## src/rtl/count_uart_tx.sv

```systemverilog
// count_uart_tx: buffers counter values offered on a valid/ready port in a small FIFO and
// sends each one as a UART frame on tx (start bit, 8 data bits LSB first, stop bit).
// Build option: define UART_PARITY_EN to insert an even-parity bit between data and stop.
// Reset is asynchronous and active-high on rst_n (the existing codebase convention).
module count_uart_tx #(
  parameter int unsigned CLK_DIV    = 16,
  parameter int unsigned FIFO_DEPTH = 4
) (
  input  logic                          clk,
  input  logic                          rst_n,
  input  logic [7:0]                    count_in,
  input  logic                          count_vld,
  output logic                          count_rdy,
  input  logic                          clr_ovf,
  output logic                          tx,
  output logic                          busy,
  output logic [$clog2(FIFO_DEPTH):0]   fifo_level,
  output logic                          overflow
);

  localparam int unsigned AW       = $clog2(FIFO_DEPTH);
  localparam logic [15:0] BaudLast = 16'(CLK_DIV - 1);

`ifdef UART_PARITY_EN
  typedef enum logic [2:0] {StIdle, StStart, StData, StParity, StStop} state_e;
`else
  typedef enum logic [1:0] {StIdle, StStart, StData, StStop} state_e;
`endif

  // FIFO storage and wrap-bit pointers
  logic [7:0]  mem_q [FIFO_DEPTH];
  logic [AW:0] wptr_q, wptr_d;
  logic [AW:0] rptr_q, rptr_d;
  logic        full, empty, push, pop, drop;

  // Serializer state
  state_e      state_q, state_d;
  logic [15:0] baud_q, baud_d;
  logic [2:0]  bit_q, bit_d;
  logic [7:0]  shift_q, shift_d;
  logic        tx_q, tx_d;
  logic        busy_q, busy_d;
  logic        ovf_q, ovf_d;
  logic        baud_end;
`ifdef UART_PARITY_EN
  logic        parity_q, parity_d;
`endif

  assign empty = (wptr_q == rptr_q);
  assign full  = (wptr_q[AW] != rptr_q[AW]) && (wptr_q[AW-1:0] == rptr_q[AW-1:0]);

  // Ready is held low while reset is asserted; otherwise it tracks full only, so a pop in
  // the same cycle never opens a slot for a push.
  assign count_rdy = ~rst_n & ~full;
  assign push      = count_vld & count_rdy;
  assign drop      = count_vld & ~count_rdy;

  assign fifo_level = wptr_q - rptr_q;
  assign tx         = tx_q;
  assign busy       = busy_q;
  assign overflow   = ovf_q;

  // FIFO pointer and sticky overflow next-state
  always_comb begin
    wptr_d = wptr_q + {{AW{1'b0}}, push};
    rptr_d = rptr_q + {{AW{1'b0}}, pop};
    ovf_d  = ovf_q;
    if (drop) begin
      ovf_d = 1'b1;
    end else if (clr_ovf) begin
      ovf_d = 1'b0;
    end
  end

  // Frame sequencing: pop in IDLE, then start, 8 data bits, optional parity, stop
  always_comb begin
    state_d  = state_q;
    baud_d   = baud_q;
    bit_d    = bit_q;
    shift_d  = shift_q;
    pop      = 1'b0;
    baud_end = (baud_q == BaudLast);
`ifdef UART_PARITY_EN
    parity_d = parity_q;
`endif
    unique case (state_q)
      StIdle: begin
        if (!empty) begin
          pop     = 1'b1;
          shift_d = mem_q[rptr_q[AW-1:0]];
          baud_d  = '0;
          bit_d   = '0;
          state_d = StStart;
`ifdef UART_PARITY_EN
          parity_d = ^mem_q[rptr_q[AW-1:0]];
`endif
        end
      end
      StStart: begin
        if (baud_end) begin
          baud_d  = '0;
          state_d = StData;
        end else begin
          baud_d = baud_q + 16'd1;
        end
      end
      StData: begin
        if (baud_end) begin
          baud_d  = '0;
          shift_d = shift_q >> 1;
          if (bit_q == 3'd7) begin
`ifdef UART_PARITY_EN
            state_d = StParity;
`else
            state_d = StStop;
`endif
          end else begin
            bit_d = bit_q + 3'd1;
          end
        end else begin
          baud_d = baud_q + 16'd1;
        end
      end
`ifdef UART_PARITY_EN
      StParity: begin
        if (baud_end) begin
          baud_d  = '0;
          state_d = StStop;
        end else begin
          baud_d = baud_q + 16'd1;
        end
      end
`endif
      StStop: begin
        if (baud_end) begin
          baud_d  = '0;
          state_d = StIdle;
        end else begin
          baud_d = baud_q + 16'd1;
        end
      end
      default: begin
        state_d = StIdle;
      end
    endcase
  end

  // tx and busy are decoded from next state so both leave the flops glitch-free
  always_comb begin
    tx_d   = 1'b1;
    busy_d = (state_d != StIdle);
    case (state_d)
      StStart:  tx_d = 1'b0;
      StData:   tx_d = shift_d[0];
`ifdef UART_PARITY_EN
      StParity: tx_d = parity_q;
`endif
      default:  tx_d = 1'b1;
    endcase
  end

  // Control state; reset aborts any frame and flushes the FIFO
  always_ff @(posedge clk or posedge rst_n) begin
    if (rst_n) begin
      wptr_q   <= '0;
      rptr_q   <= '0;
      state_q  <= StIdle;
      baud_q   <= '0;
      bit_q    <= '0;
      shift_q  <= '0;
      tx_q     <= 1'b1;
      busy_q   <= 1'b0;
      ovf_q    <= 1'b0;
`ifdef UART_PARITY_EN
      parity_q <= 1'b0;
`endif
    end else begin
      wptr_q   <= wptr_d;
      rptr_q   <= rptr_d;
      state_q  <= state_d;
      baud_q   <= baud_d;
      bit_q    <= bit_d;
      shift_q  <= shift_d;
      tx_q     <= tx_d;
      busy_q   <= busy_d;
      ovf_q    <= ovf_d;
`ifdef UART_PARITY_EN
      parity_q <= parity_d;
`endif
    end
  end

  // FIFO storage write; contents need no reset since pointers gate every read
  always_ff @(posedge clk) begin
    if (push) begin
      mem_q[wptr_q[AW-1:0]] <= count_in;
    end
  end

endmodule

```

## config.mk

```make
export PLATFORM = sky130hd
export DESIGN_NAME = count_uart_tx
export DESIGN_NICKNAME = d
export VERILOG_FILES = /design/src/rtl/count_uart_tx.sv
export SDC_FILE = /design/constraint.sdc
export NUM_CORES = 1
export LEC_CHECK = 0
export ABC_CLOCK_PERIOD_IN_PS = 6600
export CORE_MARGIN = 4
export CORE_UTILIZATION = 50
export DETAILED_ROUTE_END_ITERATION = 8
export GPL_TIMING_DRIVEN = 1
export PLACE_DENSITY = 0.69
export SLEW_MARGIN = 30
export SYNTH_ARGS = -nofsm -noshare
export SYNTH_HDL_FRONTEND = slang
export SYNTH_SLANG_ARGS = --single-unit
```

## constraint.sdc

```tcl
create_clock -name clk -period 6.6 [get_ports clk]
set_clock_uncertainty 0.2 [all_clocks]
set_input_delay 0.99 -clock clk [delete_from_list [all_inputs] [get_ports clk]]
set_output_delay 0.99 -clock clk [all_outputs]
set_load 0.005 [all_outputs]
```

# Yosys cells after proc, flatten, opt, wreduce, memory -nomap -nowiden
# Memory sizes are Yosys's and may differ from the RTL's.
# Cells that the tools add are included.
# Widths: inputs -> output; s select.
dict set report classes {
  eq_ne 13
  muxes 23
  bitwise 6
  reduce_logical 8
  n_addsub 5
}
# op n
set ops {}
lappend ops {{$mux 16} 2}
lappend ops {{$pmux 16 s2} 1}
lappend ops {{$add 16x1->16 const B} 1}
lappend ops {{$eq 16x4->1 const B} 1}
lappend ops {{$mux 8} 2}
lappend ops {{$pmux 8 s2} 1}
lappend ops {{$mux 2} 5}
lappend ops {{$mux 3} 3}
lappend ops {{$pmux 2 s4} 1}
lappend ops {{$add 3x1->3} 2}
lappend ops {{$eq 2x2->1 const B} 3}
lappend ops {{$mux 1} 6}
lappend ops {{$ne 2x2->1 const B} 3}
lappend ops {{$pmux 3 s2} 1}
lappend ops {{$reduce_bool 2->1} 3}
lappend ops {{$eq 2x1->1 const B} 2}
lappend ops {{$reduce_and 4->1} 1}
lappend ops {{$add 3x1->3 const B} 1}
lappend ops {{$and 1x1->1} 3}
lappend ops {{$eq 3x3->1} 1}
lappend ops {{$eq 3x3->1 const B} 1}
lappend ops {{$not 1->1} 3}
lappend ops {{$reduce_and 3->1} 1}
lappend ops {{$reduce_or 3->1} 1}
lappend ops {{6 further kinds} 6}
dict set report totals {
  out_inout_bits 7
  mem_count 1
  reg_bits 38
  ramBits 32
}
# name depth width rd rd_clocked_by_memory_dff wr line_no
set memory_table {}
lappend memory_table {mem_q 4 8 1 0 1 31} ;# logic [7:0] mem_q [FIFO_DEPTH];

# Longest topological paths before layout
dict set report depth {
  depth_word 7
  mapped_depth 9
}

# Worst setup path after synthesis
# No wires, ideal clock.
dict set report synth_timing {
  path_type {flip-flop to flip-flop}
  startpoint {reg rptr_q[1]}
  endpoint {mem mem_q[0][0] (enable)}
  slack_ps 3975
  path_stages_with_launch 7
  n_path_buf 1
  required_time_ps 6017
  period_less_slack_ps 2625
  t_arrival_ps 2041
  cell_sequence {dfrtp_1 > clkbuf_1 > inv_1 > ha_1 > a31oi_1 > nand2_1 > nor3_1}
}
dict set report synth_between {
  elab_chain_cells 7
}
# element line_no
set synth_rtl {}
lappend synth_rtl {{from (decl)} 33} ;# logic [AW:0] rptr_q, rptr_d;
lappend synth_rtl {{from (signal assigned)} 179} ;# rptr_q <= rptr_d;
lappend synth_rtl {{$eq 2x2->1} 50} ;# assign full = (wptr_q[AW] != rptr_q[AW]) && (wptr_q[AW-1:0] == rptr_q[AW-1:0]);
lappend synth_rtl {{$logic_and 1x1->1} 50}
lappend synth_rtl {{$not 1->1} 54} ;# assign count_rdy = ~rst_n & ~full;
lappend synth_rtl {{$and 1x1->1} 54}
lappend synth_rtl {{net count_rdy} 13} ;# output logic count_rdy,
lappend synth_rtl {{$and 1x1->1} 55} ;# assign push = count_vld & count_rdy;
lappend synth_rtl {{$mux 1} 195} ;# if (push) begin
lappend synth_rtl {{$mux 1 (not written as such)} 196} ;# mem_q[wptr_q[AW-1:0]] <= count_in;
lappend synth_rtl {{to (decl)} 31}
# The timed path passes the listed nets, and every way through them passes these cells.

# Final worst setup path
dict set report layout_timing {
  startpoint {reg rptr_q[0]}
  endpoint {out fifo_level[2]}
}
dict set report layout_between {
  elab_chain_cells 1
}
# element line_no
set layout_rtl {}
lappend layout_rtl {{$sub 3x3->3} 58} ;# assign fifo_level = wptr_q - rptr_q;
lappend layout_rtl {{to (decl)} 17} ;# output logic [$clog2(FIFO_DEPTH):0] fifo_level,
# No other way between the ends.

==> results by group <==
Status
  – Outcome: complete, no violations

Clock network
  – Total CTS buffers: 9
  – Clock Latency Late Sink: around 0.36 ns
  – Cts hold-fix bufs: 0
  – CTS clk-pin slew, worst paths: 0.08 ns
  – Post-cts gate resize count: 0
  – Clock buffer depth: 2
  – Post-CTS setup buffers: 0
  – Num Clock Sinks: 70
  – H-tree depth: 3
  – CTS tree: built
  – CTS root buf: clkbuf_8

STA
  – Slew at the pin closest to its max-slew limit: 0.694 ns
  – Final setup violation count: 0
  – Max-slew headroom: 0.535
  – Final hold vios: 0
  – Fin crit share: 0.527
  – FMAX: about 0.29 GHz
  – Final setup TNS: 0 ns
  – Min cycle time layout: between 3 and 4 ns
  – Worst setup margin: roughly 3.1 ns
  – RSZ-0062 raised after global routing: false
  – Final Max Slew Viols: 0
  – WHS: 0.294 ns

Run
  – Max Cap Violations: 0

Yosys
  – Post-synth top area share: 0.298
  – Ys flop type: dfrtp_1
  – Mean area per synthesized cell: approximately 13 µm²
  – Area contributors post-synth: edfxtp_1 30%, dfrtp_1 29%, mux4_2 5.6%, ha_1 3.5%, nand2_1 2.2%
  – Sequential area share after synthesis: 0.594
  – Seq cells post-synth: 70
  – Ys Warns: 0
  – Post-synth EDFFs: 32
  – Most area-hungry cell type in the Yosys netlist: edfxtp_1
  – Syn Std Cell Area: around 3200 µm²
  – Asr flop ratio synth: 0.543
  – Cells after synthesis: 244
  – Distinct cells, synth: 50
  – Synthesized net count: around 270

Layout
  – Diodes inserted: 0
  – Final nets: ~290
  – Commonest non-fill, non-tap cell in the layout: dfrtp_1
  – Share of layout cells above drive strength 1: 0.155
  – Most frequent cells in the layout: 37 x dfrtp_1, 32 x edfxtp_1, 19 x nand2_1
  – Final core utilization: 0.606
  – P&R area growth vs syn: 14.6%

Floorplanning
  – I/O pins: 19
  – Die area: between 7000 and 8000 µm²
  – Initial Utilization: 0.529
  – FP Rows: 28
  – Core area: 6100 µm²
  – DIE WIDTH: just under 90 µm
  – Die Ht: approximately 90 µm

Route
  – Wirelength, routed: 5590 µm
  – DR vias/cell: 5.65
  – Iter 0 DRT Violations: 90
  – Antenna-violating nets left: 0
  – Routed len/inst: ~16 µm
  – DR pass1 iterations: 4
  – Via count: between 1500 and 2000
  – DRC Markers: 0

Power
  – PwrDens: 404 nW/µm²
  – Maximum VDD drop: approximately 0.37 mV
  – Pleak: about 1.5 nW

Setup path
  – Launch point of the worst reg-to-reg path: rptr_q[0]
  – R2R depth: 4
  – Worst setup EP type: primary output
  – Setup CP Type: flop to primary output
  – Cell family with most CP delay: adder cells
  – Max incr delay on CP: 0.58 ns
  – Crit path DAT: roughly 2.3 ns
  – FF-to-FF End: mem_q[3][0]
  – Slowest cell on crit path: dfrtp_1
  – Required time of the worst setup path: 5.41 ns
  – Critical path, cell by cell: ha_1, fa_1, xor2_1, clkdlybuf4s50_1
  – Worst Path Buf+Inv: 1
  – CP Launch Type: flop
  – Worst R2R Setup Slack: ~3.9 ns
  – Critical-path maximum fanout: 10

GRT
  – Vias in the first global route: between 2000 and 2500
  – Grt ovf: 0
  – GRT Overall Usage: 0.171
  – Largest net degree at the start of global routing: 39
  – First-pass GRT wire length: between 9000 and 10000 µm
  – Initial antenna violation count: 0

Min path
  – WHS Endpoint: baud_q[15]
  – Hold Crit Start: baud_q[15]
  – Min-Delay Path Class: flop to flop
  – Hold Crit Depth: 1

Placement
  – IO Port Bufs: 18
  – Final GP Congestion: 0.790
  – DP Wirelength: 3890 µm
  – Pre-CTS WS: ~3.2 ns
## flip-flops by register name, indices dropped and copies added (netlist names)
signal    cells
mem_q        32
baud_q       16
shift_q       8
bit_q         3
rptr_q        3
wptr_q        3
state_q       2
busy          1
overflow      1
tx            1
## metal layers
| layer | track usage | up-vias | part of all wire |
|---|---|---|---|
| li1 | - | 957 | - |
| met1 | 0.234 | 957 | 0.47 |
| met2 | 0.247 | 32 | 0.47 |
| met3 | 0.0475 | 9 | 0.038 |
| met4 | 0.100 | 0 | 0.014 |
| met5 | 0 | - | 0 |
## synth_stat cells (3+ instances only)
cell type / number
a221o_1: 6
nand3_1: 8
and2b_1: 6
a21oi_1: 3
edfxtp_1: 32
dfrtp_1: 37
a31oi_1: 4
mux4_2: 8
buf_2: 3
buf_6: 5
nor3_1: 8
a21o_1: 4
nand4_1: 4
o21ai_0: 13
nor2_1: 8
xor2_1: 7
inv_1: 13
ha_1: 9
o21ai_1: 6
a22o_1: 4
nand2_1: 19
## worst max-delay path by stage
stage / start / endpoint / slack, ns / cells past startpoint
floorplan: rptr_q[1] / mem_q[0][0] / 3.98 / 6
global placement: rst_n / count_rdy / 3.21 / 3
detailed placement: rst_n / count_rdy / 3.18 / 3
CTS: rptr_q[0] / count_rdy / 3.07 / 3
global route: rptr_q[0] / fifo_level[1] / 2.95 / 4
finish: rptr_q[0] / fifo_level[2] / 3.12 / 4
## kinds of logic (layout without fill, tap and decap cells)
kind of cell,after synthesis,after routing,synth area share
fa+ha+maj,10,10,0.0412
mux,10,10,0.0625
compound gates,50,50,0.107
buf+inv,22,49,0.0384
simple gates,72,72,0.127
xor+xnor,10,10,0.0295
flops,70,70,0.594
## area by class of cell
type / count / area (µm²)
clock buffer: 9 / 124
multi-input combinational: 152 / 1210
tap: 75 / 93.8
fill: 502 / 2400
sequential: 70 / 1910
inverter: 13 / 48.8
clock inverter: 7 / 103
timing repair buffer: 20 / 195
## per-stage QoR
stage,cell area (µm²),instances,total power (W)
6_report,3690,346,0.00149
3_5_place_dp,3460,330,0.00111
5_1_grt,3690,346,0.00159
2_1_floorplan,3220,244,0.000959
4_1_cts,3680,346,0.00151
3_3_place_gp,3440,330,0.00110
## power by group
| group | switching (W) | internal (W) |
|---|---|---|
| Clock | 0.000173 | 0.000217 |
| Combinational | 0.000207 | 0.000237 |
| Sequential | 0.000105 | 0.000554 |
| Total | 0.000485 | 0.00101 |
Note: power is estimated with default switching activity, not from simulation.
